**src/rtl/xclk_ctrl_pkg.sv**
```systemverilog
// Shared widths, reset default and FSM state encoding for the camera clock generator.
package xclk_ctrl_pkg;

  localparam int unsigned DIV_W    = 10;
  localparam int unsigned SETTLE_W = 8;
  localparam int unsigned DEF_DIV  = 2;

  typedef enum logic [1:0] {
    ST_IDLE   = 2'd0,
    ST_RUN    = 2'd1,
    ST_PEND   = 2'd2,
    ST_SETTLE = 2'd3
  } state_e;

endpackage

```
**src/rtl/xclk_phase_cnt.sv**
```systemverilog
// Half-period counter and output toggle for xclk_ctrl.
// load restarts a phase at a given level; clear parks counter and output at 0.
module xclk_phase_cnt
  import xclk_ctrl_pkg::*;
(
  input  logic             clk,
  input  logic             reset,
  input  logic             run_i,
  input  logic             load_i,
  input  logic             load_val_i,
  input  logic             clear_i,
  input  logic [DIV_W-1:0] div_i,
  output logic             wrap_o,
  output logic             outclk_o
);

  logic [DIV_W-1:0] cnt_q, cnt_d;
  logic             out_q, out_d;

  assign wrap_o   = (cnt_q == div_i);
  assign outclk_o = out_q;

  always_comb begin
    cnt_d = cnt_q;
    out_d = out_q;
    if (load_i) begin
      cnt_d = '0;
      out_d = load_val_i;
    end else if (clear_i) begin
      cnt_d = '0;
      out_d = 1'b0;
    end else if (run_i) begin
      if (wrap_o) begin
        cnt_d = '0;
        out_d = ~out_q;
      end else begin
        cnt_d = cnt_q + DIV_W'(1);
      end
    end
  end

  always_ff @(posedge clk) begin
    if (reset) begin
      cnt_q <= '0;
      out_q <= 1'b0;
    end else begin
      cnt_q <= cnt_d;
      out_q <= out_d;
    end
  end

endmodule

```
**src/rtl/xclk_ctrl.sv**
```systemverilog
// Camera clock generator with glitch-free reconfiguration: requests wait for the
// end of a low phase, then the new setting must produce a number of edges before stable.
module xclk_ctrl
  import xclk_ctrl_pkg::*;
#(
  parameter int unsigned DEFAULT_DIV   = DEF_DIV,
  parameter logic        DEFAULT_EN    = 1'b1,
  parameter int unsigned SETTLE_CYCLES = 4
) (
  input  logic             in_clk,
  input  logic             reset,
  input  logic             cfg_valid,
  output logic             cfg_ready,
  input  logic [DIV_W-1:0] cfg_div,
  input  logic             cfg_en,
  output logic             outclk,
  output logic             busy,
  output logic             stable
);

  localparam int unsigned SC_W = SETTLE_W + 1;
  localparam logic [SC_W-1:0] SETTLE_TGT = SC_W'(SETTLE_CYCLES);

  state_e              state_q;
  logic [DIV_W-1:0]    act_div_q, pend_div_q;
  logic                act_en_q, pend_en_q;
  logic [SETTLE_W-1:0] settle_q;
  logic                out_prev_q;

  logic            wrap, accept, safe, rise, run, clear;
  logic [SC_W-1:0] settle_inc;

  assign cfg_ready  = (state_q != ST_PEND);
  assign busy       = (state_q == ST_PEND) || (state_q == ST_SETTLE);
  assign stable     = (state_q == ST_RUN);
  assign accept     = cfg_valid & cfg_ready;
  assign safe       = (state_q == ST_PEND) & ~outclk & (wrap | ~act_en_q);
  assign rise       = outclk & ~out_prev_q;
  assign run        = act_en_q & (state_q != ST_IDLE);
  assign clear      = (state_q == ST_IDLE);
  assign settle_inc = {1'b0, settle_q} + SC_W'(1);

  xclk_phase_cnt u_phase (
    .clk        (in_clk),
    .reset      (reset),
    .run_i      (run),
    .load_i     (safe),
    .load_val_i (pend_en_q),
    .clear_i    (clear),
    .div_i      (act_div_q),
    .wrap_o     (wrap),
    .outclk_o   (outclk)
  );

  // Rising edges are counted one cycle late, so the edge made at the safe point is included.
  always_ff @(posedge in_clk) begin
    if (reset) begin
      state_q    <= DEFAULT_EN ? ST_SETTLE : ST_IDLE;
      act_div_q  <= DIV_W'(DEFAULT_DIV);
      act_en_q   <= DEFAULT_EN;
      pend_div_q <= '0;
      pend_en_q  <= 1'b0;
      settle_q   <= '0;
      out_prev_q <= 1'b0;
    end else begin
      out_prev_q <= outclk;
      case (state_q)
        ST_IDLE, ST_RUN: begin
          if (accept) begin
            pend_div_q <= cfg_div;
            pend_en_q  <= cfg_en;
            state_q    <= ST_PEND;
          end
        end
        ST_SETTLE: begin
          if (accept) begin
            pend_div_q <= cfg_div;
            pend_en_q  <= cfg_en;
            settle_q   <= '0;
            state_q    <= ST_PEND;
          end else if (rise) begin
            if (!settle_inc[SETTLE_W]) settle_q <= settle_inc[SETTLE_W-1:0];
            if (settle_inc >= SETTLE_TGT) state_q <= ST_RUN;
          end
        end
        ST_PEND: begin
          if (safe) begin
            act_div_q <= pend_div_q;
            act_en_q  <= pend_en_q;
            settle_q  <= '0;
            state_q   <= pend_en_q ? ST_SETTLE : ST_IDLE;
          end
        end
      endcase
    end
  end

endmodule

```
**config.mk**
```make
export PLATFORM = sky130hd
export DESIGN_NAME = xclk_ctrl
export DESIGN_NICKNAME = d
export VERILOG_FILES = /design/src/rtl/xclk_ctrl_pkg.sv /design/src/rtl/xclk_phase_cnt.sv /design/src/rtl/xclk_ctrl.sv
export SDC_FILE = /design/constraint.sdc
export NUM_CORES = 1
export LEC_CHECK = 0
export ABC_AREA = 1
export BUFFER_PORTS_ARGS = -buffer_cell sky130_fd_sc_hd__buf_2
export CAP_MARGIN = 15
export CELL_PAD_IN_SITES_DETAIL_PLACEMENT = 1
export CELL_PAD_IN_SITES_GLOBAL_PLACEMENT = 2
export CORE_ASPECT_RATIO = 0.75
export CORE_MARGIN = 4
export CORE_UTILIZATION = 33
export DETAILED_ROUTE_END_ITERATION = 6
export PLACE_DENSITY = 0.87
export SYNTH_ARGS = -nofsm -noshare
export SYNTH_HDL_FRONTEND = slang
export SYNTH_SLANG_ARGS = --single-unit
```
**constraint.sdc**
```tcl
create_clock -name in_clk -period 1.9 [get_ports in_clk]
set_clock_uncertainty 0.05 [all_clocks]
set_input_delay 0.19 -clock in_clk [delete_from_list [all_inputs] [get_ports in_clk]]
set_output_delay 0.19 -clock in_clk [all_outputs]
set_load 0.01 [all_outputs]
```
==> out/results.ini, run 1 <==
[sta]
tns_ns=0
period_minus_slack_ns=1.71
setup_viol=0
hold_viol_final=0
fmax_ghz=0.586
setup_ws_ns=0.192
max_slew.worst_pin.slew_ns=0.568
max-slew-margin-rel_pct=62.1
drv_slew=0
timing.final.crit_share_pct=89.9

[clocking]
clock_latency_ns=0.31
cts_root_buf=clkbuf_8
cts.sinks=44
cts_made_buffers=5
h-tree-depth=2
post-cts-setup-buffer-count=0
clk_pin_slew_ns=0.09
cts_tree=done
cts.path.max_buffers=2

[place]
dpl.hpwl_um=4270
port_buffers=17
pre_cts_slack_ns=0.144
gp_congestion=0.766

[drt]
via_per_inst=4.67
ant_nets=0
dr.pass1.iters=4
drt_iter0_drc=65
wl_per_cell_um=13.1
routed_wl_um=5500
route.vias.total=1962
remaining_drc_errors=0

[synth]
syn_nets=332
ys_ff_latch=44
ys_seq_area_share_pct=40.6
syn_area_um2=2170
ys_warn_count=0
synth_area_per_cell_um2=6.86
syn_inst=316
ys_types=27

[setup_path]
ff2ff_setup_slack_ns=0.19
crit_type=reg2reg
cp-start-kind=register
worstReg2RegStart=u_phase.cnt_q[0]
worstPathMaxFanout=16
cp.arrival_ns=1.86
required_ns=2.06
startpoint=u_phase.cnt_q[0]
crit_path_end_kind=register

[grt]
grt_max_degree=21
antenna_found_initial=0
grt-ovfl-total=0
grt_pass1_vias=2001
grt_pass1_wl_um=9790
grt_use_total_pct=15.4

[outcome]
outcome=finished, final reports clean

[die]
start_util_pct=34.1
chipWidth_um=102
fp-row-count=25
design.die.area_um2=7950
die_y_um=78.2
core_um2=6350
ios=18

[layout]
nFillCells=836
nNetsFinal=354
layout-drive-gt1-share_pct=17.4
diodes=0
layout_common_cells=nor2_1, nand2_1, dfxtp_1, inv_1, o21ai_0
area_growth_pct=16.1
final_common_cell=nor2_1

[job]
cap_violations=0

[power_and_ir_drop]
peakVddDrop_uv=495
leakagePower_nw=1.13
power-per-cell-area_nw_per_um2=1470

[worst_hold_path]
hold_path.class=in2reg
min_from=reset

-- per-layer routing --
layer  track usage, %  share of wire, %
met5                0                 0
met4             4.38               1.2
met3             3.55               2.1
met2             22.7                41
met1             22.4                56
-- power by group --
part           internal, mW  switching [mW]  total, mW
Clock                 0.430           0.351      0.782
Sequential             1.14           0.189       1.33
Combinational         0.584            1.00       1.59
Total                  2.16            1.54       3.70
-- per-stage QoR --
step	utilization (%)	power [mW]	cells	area [µm²]	hold WS (ns)
after floorplan	-	2.46	316	2170	0.212
after global placement	37.2	2.82	412	2360	0.336
after detailed placement	37.2	2.87	412	2360	0.342
after CTS	39.1	3.66	420	2480	0.0144
after global routing	39.6	4.03	420	2520	0.0328
final	39.6	3.70	420	2520	0.0198
-- cell families after synthesis --
| family | share of synthesized area [%] |
|---|---|
| AOI/OAI and AO/OA | 10.3 |
| xor gates and xnor gates | 5.25 |
| adders and majority gates | 1.15 |
| buffers and inverters | 8.14 |
| DFF | 40.6 |
| and+or+nand+nor | 34.5 |
-- state kept, by name, indices dropped and copies added (netlist names) --
name / flops
act_div_q: 10
act_en_q: 1
out_prev_q: 1
pend_div_q: 10
pend_en_q: 1
settle_q: 8
state_q: 2
u_phase.cnt_q: 10
u_phase.outclk_o: 1
-- critical path, cell delays in order, from the launching register on --
cell and delay [ns]:
dfxtp_1 0.42, xnor2_1 0.15, nand2_1 0.07, nor2_1 0.13
nand3_2 0.11, nand2_2 0.15, nand2_8 0.13, nand2_8 0.13
nand2_2 0.10, nor2_1 0.12, nor2_1 0.06
-- final timing paths --
| check | to | cells after the start |
|---|---|---|
| setup / recovery | settle_q[5] | 10 |
| hold / removal | out_prev_q | 2 |
| setup reg to reg | settle_q[5] | 10 |
| hold reg to reg | act_div_q[5] | 2 |
-- synth_stat cells --
master,n,share of area (%)
nor2_1,72,12
nand2_1,55,9.5
dfxtp_1,44,41
inv_1,29,5.0
o21ai_0,25,5.8
nand3_1,18,4.2
a21oi_1,15,3.5
xor2_1,9,3.6
clkbuf_1,5,0.87
inv_2,5,0.87
nor3_1,5,1.2
nand2_2,4,1.2
nor2_2,4,1.2
xnor2_1,4,1.6
buf_2,3,0.69
or2_2,3,0.87
ha_1,2,1.2
nand2_4,2,1.0
nand3_2,2,0.92
nand3b_1,2,0.69
o211ai_1,2,0.69
a21oi_2,1,0.40
buf_6,1,0.52
clkinv_1,1,0.17
nand4_1,1,0.29
nor2_4,1,0.52
nor3b_2,1,0.58
-- cell type report --
type / instances / area, µm² / area share (%)
clock inverters: 2 / 38.8 / 1.54
inverters: 35 / 135 / 5.37
multi-input cells: 228 / 1140 / 45.3
flip-flops and latches: 44 / 882 / 35.0
clock buffers: 6 / 82.6 / 3.28
well taps: 81 / 101 / 4.03
repair buffers: 24 / 138 / 5.47
-- what timing repair did --
action / in CTS / in global routing
resized for setup: 0 / 7
setup endpoints to repair: 0 / 18
hold buffers: 0 / 0
endpoints found under the hold margin: 0 / 0
Power figures use the tool's default switching activity.
==> run 2, diff against run 1 <==
--- a/config.mk
+++ b/config.mk
@@ -8,13 +8,11 @@
 export ABC_AREA = 1
 export BUFFER_PORTS_ARGS = -buffer_cell sky130_fd_sc_hd__buf_2
 export CAP_MARGIN = 15
-export CELL_PAD_IN_SITES_DETAIL_PLACEMENT = 1
-export CELL_PAD_IN_SITES_GLOBAL_PLACEMENT = 2
 export CORE_ASPECT_RATIO = 0.75
 export CORE_MARGIN = 4
-export CORE_UTILIZATION = 33
+export CORE_UTILIZATION = 46
 export DETAILED_ROUTE_END_ITERATION = 6
-export PLACE_DENSITY = 0.87
+export PLACE_DENSITY = 0.7
 export SYNTH_ARGS = -nofsm -noshare
 export SYNTH_HDL_FRONTEND = slang
 export SYNTH_SLANG_ARGS = --single-unit
==> out/results.ini, run 2 (synthesis gave the netlist of run 1 again) <==
[outcome]
outcome=finished, final reports clean  ; unchanged

[sta]
drv_slew=0  ; unchanged
setup_viol=0  ; unchanged
fmax_ghz=0.584  ; was 0.586 GHz
max_slew.worst_pin.slew_ns=0.411  ; was 0.568 ns
rsz0062_at_grt=false
hold_viol_final=0  ; unchanged
timing.final.crit_share_pct=90.1  ; was 89.9%
period_minus_slack_ns=1.71  ; about the same
max-slew-margin-rel_pct=72.6  ; was 62.1%

[setup_path]
ff2ff_setup_slack_ns=0.19  ; about the same
startpoint=state_q[1]  ; was u_phase.cnt_q[0]
worstReg2RegStart=state_q[1]  ; was u_phase.cnt_q[0]
cp.arrival_ns=1.86  ; about the same
cp-start-kind=register  ; unchanged
crit_path_end_kind=register  ; unchanged
crit_type=reg2reg  ; unchanged
r2r-end=settle_q[5]  ; unchanged
required_ns=2.05  ; was 2.06 ns
worstRegToRegCells=9  ; was 10
worstPathMaxFanout=16  ; unchanged

[place]
dpl_cell_area_um2=2290  ; was 2360 µm²
placedCellCount=383  ; was 412
port_buffers=17  ; unchanged
dpl.hpwl_um=3190  ; was 4270 µm
gp_congestion=0.802  ; was 0.766

[drt]
via_per_inst=4.80  ; was 4.67
route.vias.total=1875  ; was 1,962
dr.pass1.iters=4  ; unchanged
ant_nets=0  ; unchanged
routed_wl_um=4270  ; was 5500 µm
remaining_drc_errors=0  ; unchanged
drt_iter0_drc=133  ; was 65
wl_per_cell_um=10.9  ; was 13.1 µm

[clocking]
cts.sinks=44  ; unchanged
cts_hold_buf=0  ; unchanged
clock_latency_ns=0.30  ; was 0.31 ns
clk_pin_slew_ns=0.09  ; about the same
cts_root_buf=clkbuf_8  ; unchanged
post-cts-setup-buffer-count=0  ; unchanged
cts_made_buffers=5  ; unchanged
h-tree-depth=2  ; unchanged
cts.path.max_buffers=2  ; unchanged
cts_tree=done  ; unchanged
cts_resized=1  ; was 0

[layout]
layout-drive-gt1-share_pct=16.2  ; was 17.4%
stdcell_count=391  ; was 420
largestRegisters=act_div_q: 10 flops, pend_div_q: 10 flops, u_phase.cnt_q: 10 flops  ; unchanged
utilization_pct=53.8  ; was 39.6%
layout_common_cells=nor2_1, nand2_1, dfxtp_1, inv_1, o21ai_0  ; unchanged
multi_input_area_um2=1130  ; was 1140 µm²
area_growth_pct=12.2  ; was 16.1%
seq_area_um2=882  ; unchanged
nFillCells=440  ; was 836
nNetsFinal=349  ; was 354
diodes=0  ; unchanged
stdcell_area_um2=2430  ; was 2520 µm²
final_common_cell=nor2_1  ; unchanged

[die]
design.die.area_um2=5890  ; was 7950 µm²
chipWidth_um=87.3  ; was 102 µm
die_y_um=67.5  ; was 78.2 µm
start_util_pct=48.0  ; was 34.1%
fp-row-count=21  ; was 25
ios=18  ; unchanged
core_um2=4520  ; was 6350 µm²

[job]
cap_violations=0  ; unchanged

[worst_hold_path]
min_from=reset  ; unchanged
min_to=out_prev_q  ; unchanged
hold_path.class=in2reg  ; unchanged
hold_depth=2  ; unchanged

[power_and_ir_drop]
leakagePower_nw=1.11  ; was 1.13 nW
power-per-cell-area_nw_per_um2=1440  ; was 1470 nW/µm²
peakVddDrop_uv=666  ; was 495 µV

[grt]
grt_pass1_vias=1663  ; was 2,001
antenna_found_initial=0  ; unchanged
grt_use_total_pct=16.1  ; was 15.4%
grt-ovfl-total=0  ; unchanged
grt_pass1_wl_um=7490  ; was 9790 µm
grt_max_degree=24  ; was 21

[run 2: cell types whose count changed in the layout (fill, tap and decap cells not counted)]
cell,before,now
clkinv_4,1,0
nor2_2,4,5
inv_6,0,1
nand2_4,0,1
buf_4,7,2
clkbuf_8,6,5
nor2_1,71,70
clkinv_1,0,1
nand2_8,2,1
[run 2: layout make-up]
type | count | area share, %
timing repair buffer | 19 | 4.11
clock inverter | 3 | 1.90
sequential | 44 | 36.2
clock buffer | 5 | 2.83
tap | 57 | 2.93
inverter | 35 | 5.40
multi-input combinational | 228 | 46.6
[run 2: worst max path at each step]
stage	end	slack, ns	cells after the start
final	settle_q[5]	0.19	9
after global routing	settle_q[3]	0.01	10
after CTS	pend_en_q	0.04	6
after detailed placement	settle_q[5]	-0.08	9
after global placement	settle_q[1]	-0.005	9
after floorplan	settle_q[2]	0.39	10
[run 2: routing by layer]
layer  up-vias  track usage (%)  part of all wire (%)
met3         4             4.15                   4.1
met5         -                0                     0
met1       819             22.4                    55
li1       1023                -                     -
met4         0             4.02                  0.56
met2        29             24.8                    41
[run 2: where the power goes]
| group | switching [mW] | leakage (nW) | internal [mW] |
|---|---|---|---|
| Combinational | 0.932 | 0.697 | 0.524 |
| Sequential | 0.166 | 0.361 | 1.14 |
| Clock | 0.341 | 0.0548 | 0.396 |
[run 2: worst max-delay path, stage by stage, from the launching register on]
cell and delay (ns):
dfxtp_1 0.41, inv_2 0.10, nor2_4 0.22, inv_2 0.10, nor2_2 0.16, nand2_4 0.16, nand2_8 0.14, nand2_2 0.10
nor2_1 0.11, nor2_1 0.05
[run 2: metrics by stage]
step	TNS, ns	hold WS, ns	worst slack [ns]	power (mW)
after CTS	0	0.0181	0.0364	3.47
after global routing	0	0.0299	0.0139	3.80
after floorplan	0	0.212	0.395	2.46
after detailed placement	-0.269	0.343	-0.0814	2.72
after global placement	-0.00563	0.334	-0.00523	2.69
final	0	0.0209	0.188	3.50
